<file path="src/rtl/setup_move_sequencer_if.sv">
// Request / move handshake between the state-determination FSM, the move
// sequencer and the motor driver.
interface setup_move_sequencer_if;
    logic       send_setup_moves;
    logic [5:0] counter;
    logic       move_ready;
    logic       move_done;
    logic       move_valid;
    logic [2:0] move_face;
    logic [1:0] move_turn;
    logic       color_sensor_stable;
    logic       busy;
    logic       error;

    modport slave (
        input  send_setup_moves, counter, move_ready, move_done,
        output move_valid, move_face, move_turn, color_sensor_stable, busy, error
    );

    modport master (
        output send_setup_moves, counter, move_ready, move_done,
        input  move_valid, move_face, move_turn, color_sensor_stable, busy, error
    );
endinterface

</file>
<file path="src/rtl/setup_move_sequencer.sv">
// Replays the cube-turning move list for one observation step to the motor
// driver, waits for the cube to settle, then pulses color_sensor_stable.
module setup_move_sequencer #(
    parameter int unsigned SETTLE_CYCLES = 1000,
    parameter int unsigned LAST_STEP     = 48
) (
    input logic                   clock,
    input logic                   reset,
    setup_move_sequencer_if.slave bus
);
    typedef enum logic [2:0] {IDLE, FETCH, ISSUE, WAIT_DONE, SETTLE, PULSE} state_t;

    localparam logic [2:0]  F_U = 3'd0, F_L = 3'd1, F_F = 3'd2, F_R = 3'd3, F_B = 3'd4;
    localparam logic [1:0]  T_CW = 2'd0, T_CCW = 2'd1, T_HALF = 2'd2;
    localparam logic [5:0]  LAST_K      = 6'(LAST_STEP);
    localparam logic [19:0] SETTLE_LOAD = 20'(SETTLE_CYCLES);

    function automatic logic [4:0] mv(input logic [2:0] f, input logic [1:0] t);
        return {f, t};
    endfunction

    // Setup and teardown lists of the same batch always have the same length.
    function automatic logic [3:0] batch_len(input logic [3:0] b);
        case (b)
            4'd1, 4'd2, 4'd3, 4'd4, 4'd5: return 4'd2;
            4'd7, 4'd8, 4'd9, 4'd10:      return 4'd6;
            4'd11:                        return 4'd4;
            default:                      return 4'd0;
        endcase
    endfunction

    function automatic logic [4:0] setup_move(input logic [3:0] b, input logic [2:0] i);
        logic [4:0] m;
        m = mv(F_U, T_CW);
        case ({b, i})
            {4'd1, 3'd0}:  m = mv(F_F, T_CW);   {4'd1, 3'd1}:  m = mv(F_B, T_CCW);
            {4'd2, 3'd0}:  m = mv(F_L, T_CCW);  {4'd2, 3'd1}:  m = mv(F_R, T_CW);
            {4'd3, 3'd0}:  m = mv(F_F, T_CCW);  {4'd3, 3'd1}:  m = mv(F_B, T_CW);
            {4'd4, 3'd0}:  m = mv(F_L, T_CW);   {4'd4, 3'd1}:  m = mv(F_R, T_CCW);
            {4'd5, 3'd0}:  m = mv(F_L, T_HALF); {4'd5, 3'd1}:  m = mv(F_R, T_HALF);
            {4'd7, 3'd0}:  m = mv(F_F, T_CW);   {4'd7, 3'd1}:  m = mv(F_B, T_CCW);
            {4'd7, 3'd2}:  m = mv(F_L, T_CW);   {4'd7, 3'd3}:  m = mv(F_U, T_CW);
            {4'd7, 3'd4}:  m = mv(F_F, T_CW);   {4'd7, 3'd5}:  m = mv(F_B, T_CCW);
            {4'd8, 3'd0}:  m = mv(F_L, T_CCW);  {4'd8, 3'd1}:  m = mv(F_R, T_CW);
            {4'd8, 3'd2}:  m = mv(F_F, T_CW);   {4'd8, 3'd3}:  m = mv(F_U, T_CCW);
            {4'd8, 3'd4}:  m = mv(F_L, T_CCW);  {4'd8, 3'd5}:  m = mv(F_R, T_CW);
            {4'd9, 3'd0}:  m = mv(F_F, T_CCW);  {4'd9, 3'd1}:  m = mv(F_B, T_CW);
            {4'd9, 3'd2}:  m = mv(F_R, T_CW);   {4'd9, 3'd3}:  m = mv(F_U, T_CW);
            {4'd9, 3'd4}:  m = mv(F_F, T_CCW);  {4'd9, 3'd5}:  m = mv(F_B, T_CW);
            {4'd10, 3'd0}: m = mv(F_L, T_CW);   {4'd10, 3'd1}: m = mv(F_R, T_CCW);
            {4'd10, 3'd2}: m = mv(F_B, T_CCW);  {4'd10, 3'd3}: m = mv(F_U, T_CW);
            {4'd10, 3'd4}: m = mv(F_L, T_CW);   {4'd10, 3'd5}: m = mv(F_R, T_CCW);
            {4'd11, 3'd0}: m = mv(F_R, T_HALF); {4'd11, 3'd1}: m = mv(F_L, T_HALF);
            {4'd11, 3'd2}: m = mv(F_F, T_HALF); {4'd11, 3'd3}: m = mv(F_B, T_HALF);
            default:       m = mv(F_U, T_CW);
        endcase
        return m;
    endfunction

    function automatic logic [4:0] teardown_move(input logic [3:0] b, input logic [2:0] i);
        logic [4:0] m;
        m = mv(F_U, T_CW);
        case ({b, i})
            {4'd1, 3'd0}:  m = mv(F_B, T_CW);   {4'd1, 3'd1}:  m = mv(F_F, T_CCW);
            {4'd2, 3'd0}:  m = mv(F_R, T_CCW);  {4'd2, 3'd1}:  m = mv(F_L, T_CW);
            {4'd3, 3'd0}:  m = mv(F_B, T_CCW);  {4'd3, 3'd1}:  m = mv(F_F, T_CW);
            {4'd4, 3'd0}:  m = mv(F_R, T_CW);   {4'd4, 3'd1}:  m = mv(F_L, T_CCW);
            {4'd5, 3'd0}:  m = mv(F_L, T_HALF); {4'd5, 3'd1}:  m = mv(F_R, T_HALF);
            {4'd7, 3'd0}:  m = mv(F_B, T_CW);   {4'd7, 3'd1}:  m = mv(F_F, T_CCW);
            {4'd7, 3'd2}:  m = mv(F_U, T_CCW);  {4'd7, 3'd3}:  m = mv(F_L, T_CCW);
            {4'd7, 3'd4}:  m = mv(F_B, T_CW);   {4'd7, 3'd5}:  m = mv(F_F, T_CCW);
            {4'd8, 3'd0}:  m = mv(F_R, T_CCW);  {4'd8, 3'd1}:  m = mv(F_L, T_CW);
            {4'd8, 3'd2}:  m = mv(F_U, T_CW);   {4'd8, 3'd3}:  m = mv(F_F, T_CCW);
            {4'd8, 3'd4}:  m = mv(F_R, T_CCW);  {4'd8, 3'd5}:  m = mv(F_L, T_CW);
            {4'd9, 3'd0}:  m = mv(F_B, T_CCW);  {4'd9, 3'd1}:  m = mv(F_F, T_CW);
            {4'd9, 3'd2}:  m = mv(F_U, T_CCW);  {4'd9, 3'd3}:  m = mv(F_R, T_CCW);
            {4'd9, 3'd4}:  m = mv(F_B, T_CCW);  {4'd9, 3'd5}:  m = mv(F_F, T_CW);
            {4'd10, 3'd0}: m = mv(F_R, T_CW);   {4'd10, 3'd1}: m = mv(F_L, T_CCW);
            {4'd10, 3'd2}: m = mv(F_U, T_CCW);  {4'd10, 3'd3}: m = mv(F_B, T_CW);
            {4'd10, 3'd4}: m = mv(F_R, T_CW);   {4'd10, 3'd5}: m = mv(F_L, T_CCW);
            {4'd11, 3'd0}: m = mv(F_B, T_HALF); {4'd11, 3'd1}: m = mv(F_F, T_HALF);
            {4'd11, 3'd2}: m = mv(F_L, T_HALF); {4'd11, 3'd3}: m = mv(F_R, T_HALF);
            default:       m = mv(F_U, T_CW);
        endcase
        return m;
    endfunction

    // Step k: [U if k>0], then on batch boundaries teardown(b-1) and setup(b).
    function automatic logic [3:0] step_len(input logic [5:0] k);
        logic [3:0] b;
        logic [3:0] su;
        b  = k[5:2];
        su = (b <= 4'd11) ? batch_len(b) : 4'd0;
        if (k == 6'd0)         return 4'd0;
        if (k[1:0] != 2'd0)    return 4'd1;
        return 4'd1 + batch_len(b - 4'd1) + su;
    endfunction

    function automatic logic [4:0] step_move(input logic [5:0] k, input logic [3:0] idx);
        logic [3:0] b;
        logic [3:0] td_b;
        logic [3:0] j;
        logic [3:0] tl;
        logic [3:0] sj;
        b    = k[5:2];
        td_b = b - 4'd1;
        j    = idx - 4'd1;
        tl   = batch_len(td_b);
        sj   = j - tl;
        if (idx == 4'd0) return mv(F_U, T_CW);
        if (j < tl)      return teardown_move(td_b, j[2:0]);
        return setup_move(b, sj[2:0]);
    endfunction

    state_t      state_q;
    logic [5:0]  step_q;
    logic [3:0]  idx_q;
    logic [3:0]  len_q;
    logic [19:0] settle_q;
    logic        move_valid_q;
    logic [2:0]  move_face_q;
    logic [1:0]  move_turn_q;
    logic        stable_q;
    logic        busy_q;
    logic        error_q;

    logic [3:0]  rd_idx_d;
    logic [4:0]  next_move_d;
    logic [3:0]  step_len_d;

    always_comb begin
        rd_idx_d    = (state_q == FETCH) ? 4'd0 : idx_q + 4'd1;
        next_move_d = step_move(step_q, rd_idx_d);
        step_len_d  = step_len(step_q);
    end

    always_ff @(posedge clock) begin
        if (reset) begin
            state_q      <= IDLE;
            step_q       <= 6'd0;
            idx_q        <= 4'd0;
            len_q        <= 4'd0;
            settle_q     <= 20'd0;
            move_valid_q <= 1'b0;
            move_face_q  <= 3'd0;
            move_turn_q  <= 2'd0;
            stable_q     <= 1'b0;
            busy_q       <= 1'b0;
            error_q      <= 1'b0;
        end else begin
            if (bus.send_setup_moves && (state_q != IDLE || bus.counter > LAST_K))
                error_q <= 1'b1;
            if (bus.move_done && state_q != WAIT_DONE)
                error_q <= 1'b1;

            case (state_q)
                IDLE: begin
                    if (bus.send_setup_moves && bus.counter <= LAST_K) begin
                        step_q  <= bus.counter;
                        busy_q  <= 1'b1;
                        state_q <= FETCH;
                    end
                end
                FETCH: begin
                    len_q <= step_len_d;
                    idx_q <= 4'd0;
                    if (step_len_d == 4'd0) begin
                        settle_q <= SETTLE_LOAD;
                        state_q  <= SETTLE;
                    end else begin
                        move_valid_q <= 1'b1;
                        {move_face_q, move_turn_q} <= next_move_d;
                        state_q      <= ISSUE;
                    end
                end
                ISSUE: begin
                    if (bus.move_ready) begin
                        move_valid_q <= 1'b0;
                        state_q      <= WAIT_DONE;
                    end
                end
                WAIT_DONE: begin
                    if (bus.move_done) begin
                        if (idx_q == len_q - 4'd1) begin
                            settle_q <= SETTLE_LOAD;
                            state_q  <= SETTLE;
                        end else begin
                            idx_q        <= idx_q + 4'd1;
                            move_valid_q <= 1'b1;
                            {move_face_q, move_turn_q} <= next_move_d;
                            state_q      <= ISSUE;
                        end
                    end
                end
                // One cycle to load the timer, then SETTLE_CYCLES of countdown.
                SETTLE: begin
                    if (settle_q == 20'd0) begin
                        stable_q <= 1'b1;
                        state_q  <= PULSE;
                    end else begin
                        settle_q <= settle_q - 20'd1;
                    end
                end
                PULSE: begin
                    stable_q <= 1'b0;
                    busy_q   <= 1'b0;
                    state_q  <= IDLE;
                end
                default: state_q <= IDLE;
            endcase
        end
    end

    assign bus.move_valid          = move_valid_q;
    assign bus.move_face           = move_face_q;
    assign bus.move_turn           = move_turn_q;
    assign bus.color_sensor_stable = stable_q;
    assign bus.busy                = busy_q;
    assign bus.error               = error_q;
endmodule

</file>
<file path="src/flat_wrapper.sv">
// flat-port wrapper written by rule: the top's interface ports become plain ports
module setup_move_sequencer_flat 
#(
    parameter int unsigned SETTLE_CYCLES = 1000,
    parameter int unsigned LAST_STEP     = 48
)
  (clock, reset, bus_send_setup_moves, bus_counter, bus_move_ready, bus_move_done, bus_move_valid, bus_move_face, bus_move_turn, bus_color_sensor_stable, bus_busy, bus_error);
  setup_move_sequencer_if bus_i ();
  input logic clock;
  input logic reset;
  input wire logic [$bits(bus_i.send_setup_moves)-1:0] bus_send_setup_moves;
  input wire logic [$bits(bus_i.counter)-1:0] bus_counter;
  input wire logic [$bits(bus_i.move_ready)-1:0] bus_move_ready;
  input wire logic [$bits(bus_i.move_done)-1:0] bus_move_done;
  output wire logic [$bits(bus_i.move_valid)-1:0] bus_move_valid;
  output wire logic [$bits(bus_i.move_face)-1:0] bus_move_face;
  output wire logic [$bits(bus_i.move_turn)-1:0] bus_move_turn;
  output wire logic [$bits(bus_i.color_sensor_stable)-1:0] bus_color_sensor_stable;
  output wire logic [$bits(bus_i.busy)-1:0] bus_busy;
  output wire logic [$bits(bus_i.error)-1:0] bus_error;
  assign bus_i.send_setup_moves = bus_send_setup_moves;
  assign bus_i.counter = bus_counter;
  assign bus_i.move_ready = bus_move_ready;
  assign bus_i.move_done = bus_move_done;
  assign bus_move_valid = bus_i.move_valid;
  assign bus_move_face = bus_i.move_face;
  assign bus_move_turn = bus_i.move_turn;
  assign bus_color_sensor_stable = bus_i.color_sensor_stable;
  assign bus_busy = bus_i.busy;
  assign bus_error = bus_i.error;
  setup_move_sequencer #(.SETTLE_CYCLES(SETTLE_CYCLES), .LAST_STEP(LAST_STEP)) u_core (.clock(clock), .reset(reset), .bus(bus_i));
endmodule
</file>
<file path="config.mk">
export PLATFORM = sky130hd
export DESIGN_NAME = setup_move_sequencer_flat
export DESIGN_NICKNAME = d
export VERILOG_FILES = /design/src/rtl/setup_move_sequencer_if.sv /design/src/rtl/setup_move_sequencer.sv /design/src/flat_wrapper.sv
export SDC_FILE = /design/constraint.sdc
export NUM_CORES = 1
export LEC_CHECK = 0
export CORE_MARGIN = 2
export CORE_UTILIZATION = 60
export DETAILED_ROUTE_END_ITERATION = 10
export PLACE_DENSITY = 0.88
export SETUP_SLACK_MARGIN = 0.02
export SYNTH_ARGS = -nofsm -noshare
export SYNTH_HDL_FRONTEND = slang
export SYNTH_SLANG_ARGS = --single-unit
</file>
<file path="constraint.sdc">
create_clock -name clock -period 4.05 [get_ports clock]
set_input_delay 1.0125 -clock clock [delete_from_list [all_inputs] [get_ports clock]]
set_output_delay 1.0125 -clock clock [all_outputs]
set_load 0.05 [all_outputs]
</file>
==> impl_results.md <==
* PwrDens at 597 mW/mm²
* CP arrival at 3900 ps
* Post-CTS repair timing setup buffer count at 0
* Total chip power at 2.29 mW
* Vias in the first global route at 3,174
* Fraction of layout cells with a size suffix above 1 at 0.0649
* Initial core utilization at 0.628
* Pleak at 1.50 nW
* Mapped Area at 0.00348 mm²
* Worst path max stage delay at 590 ps
* Antenna Diode Count at 0
* Setup crit end kind: register
* Ys flop type: dfxtp_1
* Yosys top cell area share at 0.276
* Die Area at 0.00642 mm²
* Area leader, netlist: dfxtp_1
* Largest net degree at the start of global routing at 36
* Half-perimeter wire length after placement at 6.40 mm
* Slowest cell on the critical path: or3b_2
* Clock Pin Slew Worst Setup and Hold Paths at 90 ps
* Cells after synthesis at 451
* Worst Setup SP: u_core.state_q[0]
* EDFF count, synth at 0
* Initial antenna violation count at 0
* Hold path cells at 2
* Max-Slew Margin vs Limit at 0.440
* Setup CP Type: register to register
* Worst Hold Launch: u_core.bus.move_face[2]
* Setup Skew at 4.77 ps
* Post-route ant nets at 0
* Root buf cell: clkbuf_8
* Number of synthesis warnings at 0
* Die X at 80.2 µm
* Resize count post-CTS at 0
* Worst Max-Slew Pin Slew at 837 ps
* Post-synthesis net count at 483
* Routability Congestion at 0.942
* H-tree level count at 2
* Vias/cell at 6.31
* Final Setup Violations at 0
* Async set-or-reset flop fraction in the synthesized netlist at 0
* Sum of negative setup slack at 0 ps
* Peak VDD IR at 444 µV
* Cell count after placement at 526
* CP top delay family: simple AND/OR/NAND/NOR gates
* I/O Buffers at 19
* Non-filler cells in the finished layout at 534
* Status: finished clean
* Synth unique cells at 66
* Reg2reg path depth at 12
* Crit path max fanout at 13
* Worst setup SP type: register
* Final wirelength at 8.67 mm
* Reg2Reg Setup Slack at 350 ps
* RR Startpoint: u_core.state_q[0]
* Max Clock Freq at 270 MHz
* CP bufs+invs at 1
* Count leader, synth: nor2_1
* Die extent in y at 80.2 µm
* Synth top cells by count: nor2_1, dfxtp_1, nand2_1
* RSZ-0062 raised after global routing: false
* Fin crit period at 3700 ps
* Worst Path Required at 4250 ps
* Critical path depth in cells at 12
* Tcrit/Tclk final at 0.913
* Ranking of synthesized cells by area: dfxtp_1, ha_1, nor2_1, a21oi_1, nand2_1
* Slew Viols, Final at 0
* MaxCap Viol Count at 0
* FP Rows at 27
* # nets final at 493
* Yosys reg bits at 48
* IO Count at 20
* HP Class: register to register
* Vias at 3,369
* Sequential area share after synthesis at 0.276
* Area added between synthesis and finish at 10.1%
* Core area at 0.00554 mm²
* Total global routing overflow at 0
* Overall Global Routing Usage at 0.284
* # hold bufs at CTS at 0
* CTS tree: yes
* DRC Markers at 0
* Clock Sinks at 48
* CTS max path bufs at 2
* Fin. Hold Viols at 0
* Clock Latency Late Sink at 300 ps
* CTS buffer count at 5
* First-pass GRT wire length at 14.5 mm
* Synth Area per Inst at 7.72 µm²
* Routed WL per cell at 16.2 µm
* Detailed router's first-iteration violation count at 285
* CP cell instances: or3b_2, nand2b_1, ha_1, or3_1, nand2_1, inv_1, ha_1, nand2_1, o21ai_0, o211ai_1, o2111ai_1, o311a_1
* Drt first pass iters at 6
-- worst register-to-register path, cell delays in order, from the launching register on --
cell and delay (ps):
dfxtp_1 550, or3b_2 590, nand2b_1 350, ha_1 390
or3_1 470, nand2_1 160, inv_1 90, ha_1 260
nand2_1 110, o21ai_0 80, o211ai_1 120, o2111ai_1 140
o311a_1 290
-- final timing paths --
kind / endpoint
max: u_core.bus.move_turn[0]
min: u_core.bus.move_face[2]
max reg2reg: u_core.bus.move_turn[0]
min reg2reg: u_core.bus.move_face[2]
-- kinds of logic (layout without fill, tap and decap cells) --
logic type / after synthesis / count (layout) / synth area share
compound gates: 107 / 107 / 0.209
xor+xnor: 26 / 26 / 0.0694
fa+ha+maj: 21 / 21 / 0.0777
buf+inv: 46 / 57 / 0.0529
flops: 48 / 48 / 0.276
mux: 15 / 15 / 0.0442
simple gates: 188 / 188 / 0.270
-- state kept, by name, summed over array words and instances, names as in the netlist, named ones only --
signal / count
u_core.settle_q: 20
u_core.step_q: 6
u_core.idx_q: 4
u_core.len_q: 4
u_core.bus.move_face: 3
u_core.state_q: 3
u_core.bus.move_turn: 2
u_core.bus.busy: 1
u_core.bus.color_sensor_stable: 1
u_core.bus.error: 1
u_core.bus.move_valid: 1
-- cells in the final DEF (no fill, tap or decap), drive strengths merged, types with 6 or more instances in the layout --
| master | netlist | layout |
|---|---|---|
| ha | 20 | 20 |
| nor2 | 56 | 56 |
| nand4 | 6 | 6 |
| buf | 4 | 8 |
| o21ai | 14 | 14 |
| mux2i | 12 | 12 |
| nor4 | 9 | 9 |
| nand2 | 42 | 42 |
| nor3 | 20 | 20 |
| o211ai | 10 | 10 |
| nand3 | 13 | 13 |
| dfxtp | 48 | 48 |
| xnor2 | 13 | 13 |
| xor2 | 12 | 12 |
| o31ai | 6 | 6 |
| nor2b | 6 | 6 |
| clkdlybuf4s50 | 0 | 19 |
| a21oi | 32 | 32 |
| or3 | 9 | 9 |
| inv | 21 | 21 |
| a31oi | 8 | 8 |
-- layout make-up --
cell class,instances,area [µm²]
multi-input combinational,357,2330
fill,460,1710
sequential,48,961
timing repair buffer,27,250
tap,72,90.1
inverter,22,82.6
clock buffer,5,68.8
clock inverter,3,42.5
-- layer usage --
metal / up-vias / global-route usage / share of wire
met1: 1583 / 0.339 / 0.43
met2: 125 / 0.509 / 0.50
met4: 0 / 0.103 / 0.020
met5: - / 0 / 0
li1: 1644 / - / -
met3: 17 / 0.0438 / 0.055
-- per-stage QoR --
step | utilization | worst slack [ps] | hold slack [ps] | instance area, µm²
2_1_floorplan | - | 825 | 466 | 3480
3_3_place_gp | 0.671 | 593 | 444 | 3720
3_5_place_dp | 0.671 | 463 | 461 | 3720
4_1_cts | 0.691 | 448 | 478 | 3830
5_1_grt | 0.691 | 148 | 500 | 3830
6_report | 0.691 | 353 | 476 | 3830
-- where the power goes --
part / leakage, nW / total [mW] / switching, mW / internal, mW
Combinational: 1.05 / 1.29 / 0.779 / 0.511
Sequential: 0.391 / 0.644 / 0.0839 / 0.560
Clock: 0.0541 / 0.353 / 0.170 / 0.183
Total: 1.50 / 2.29 / 1.03 / 1.25
Power figures use the tool's default switching activity.
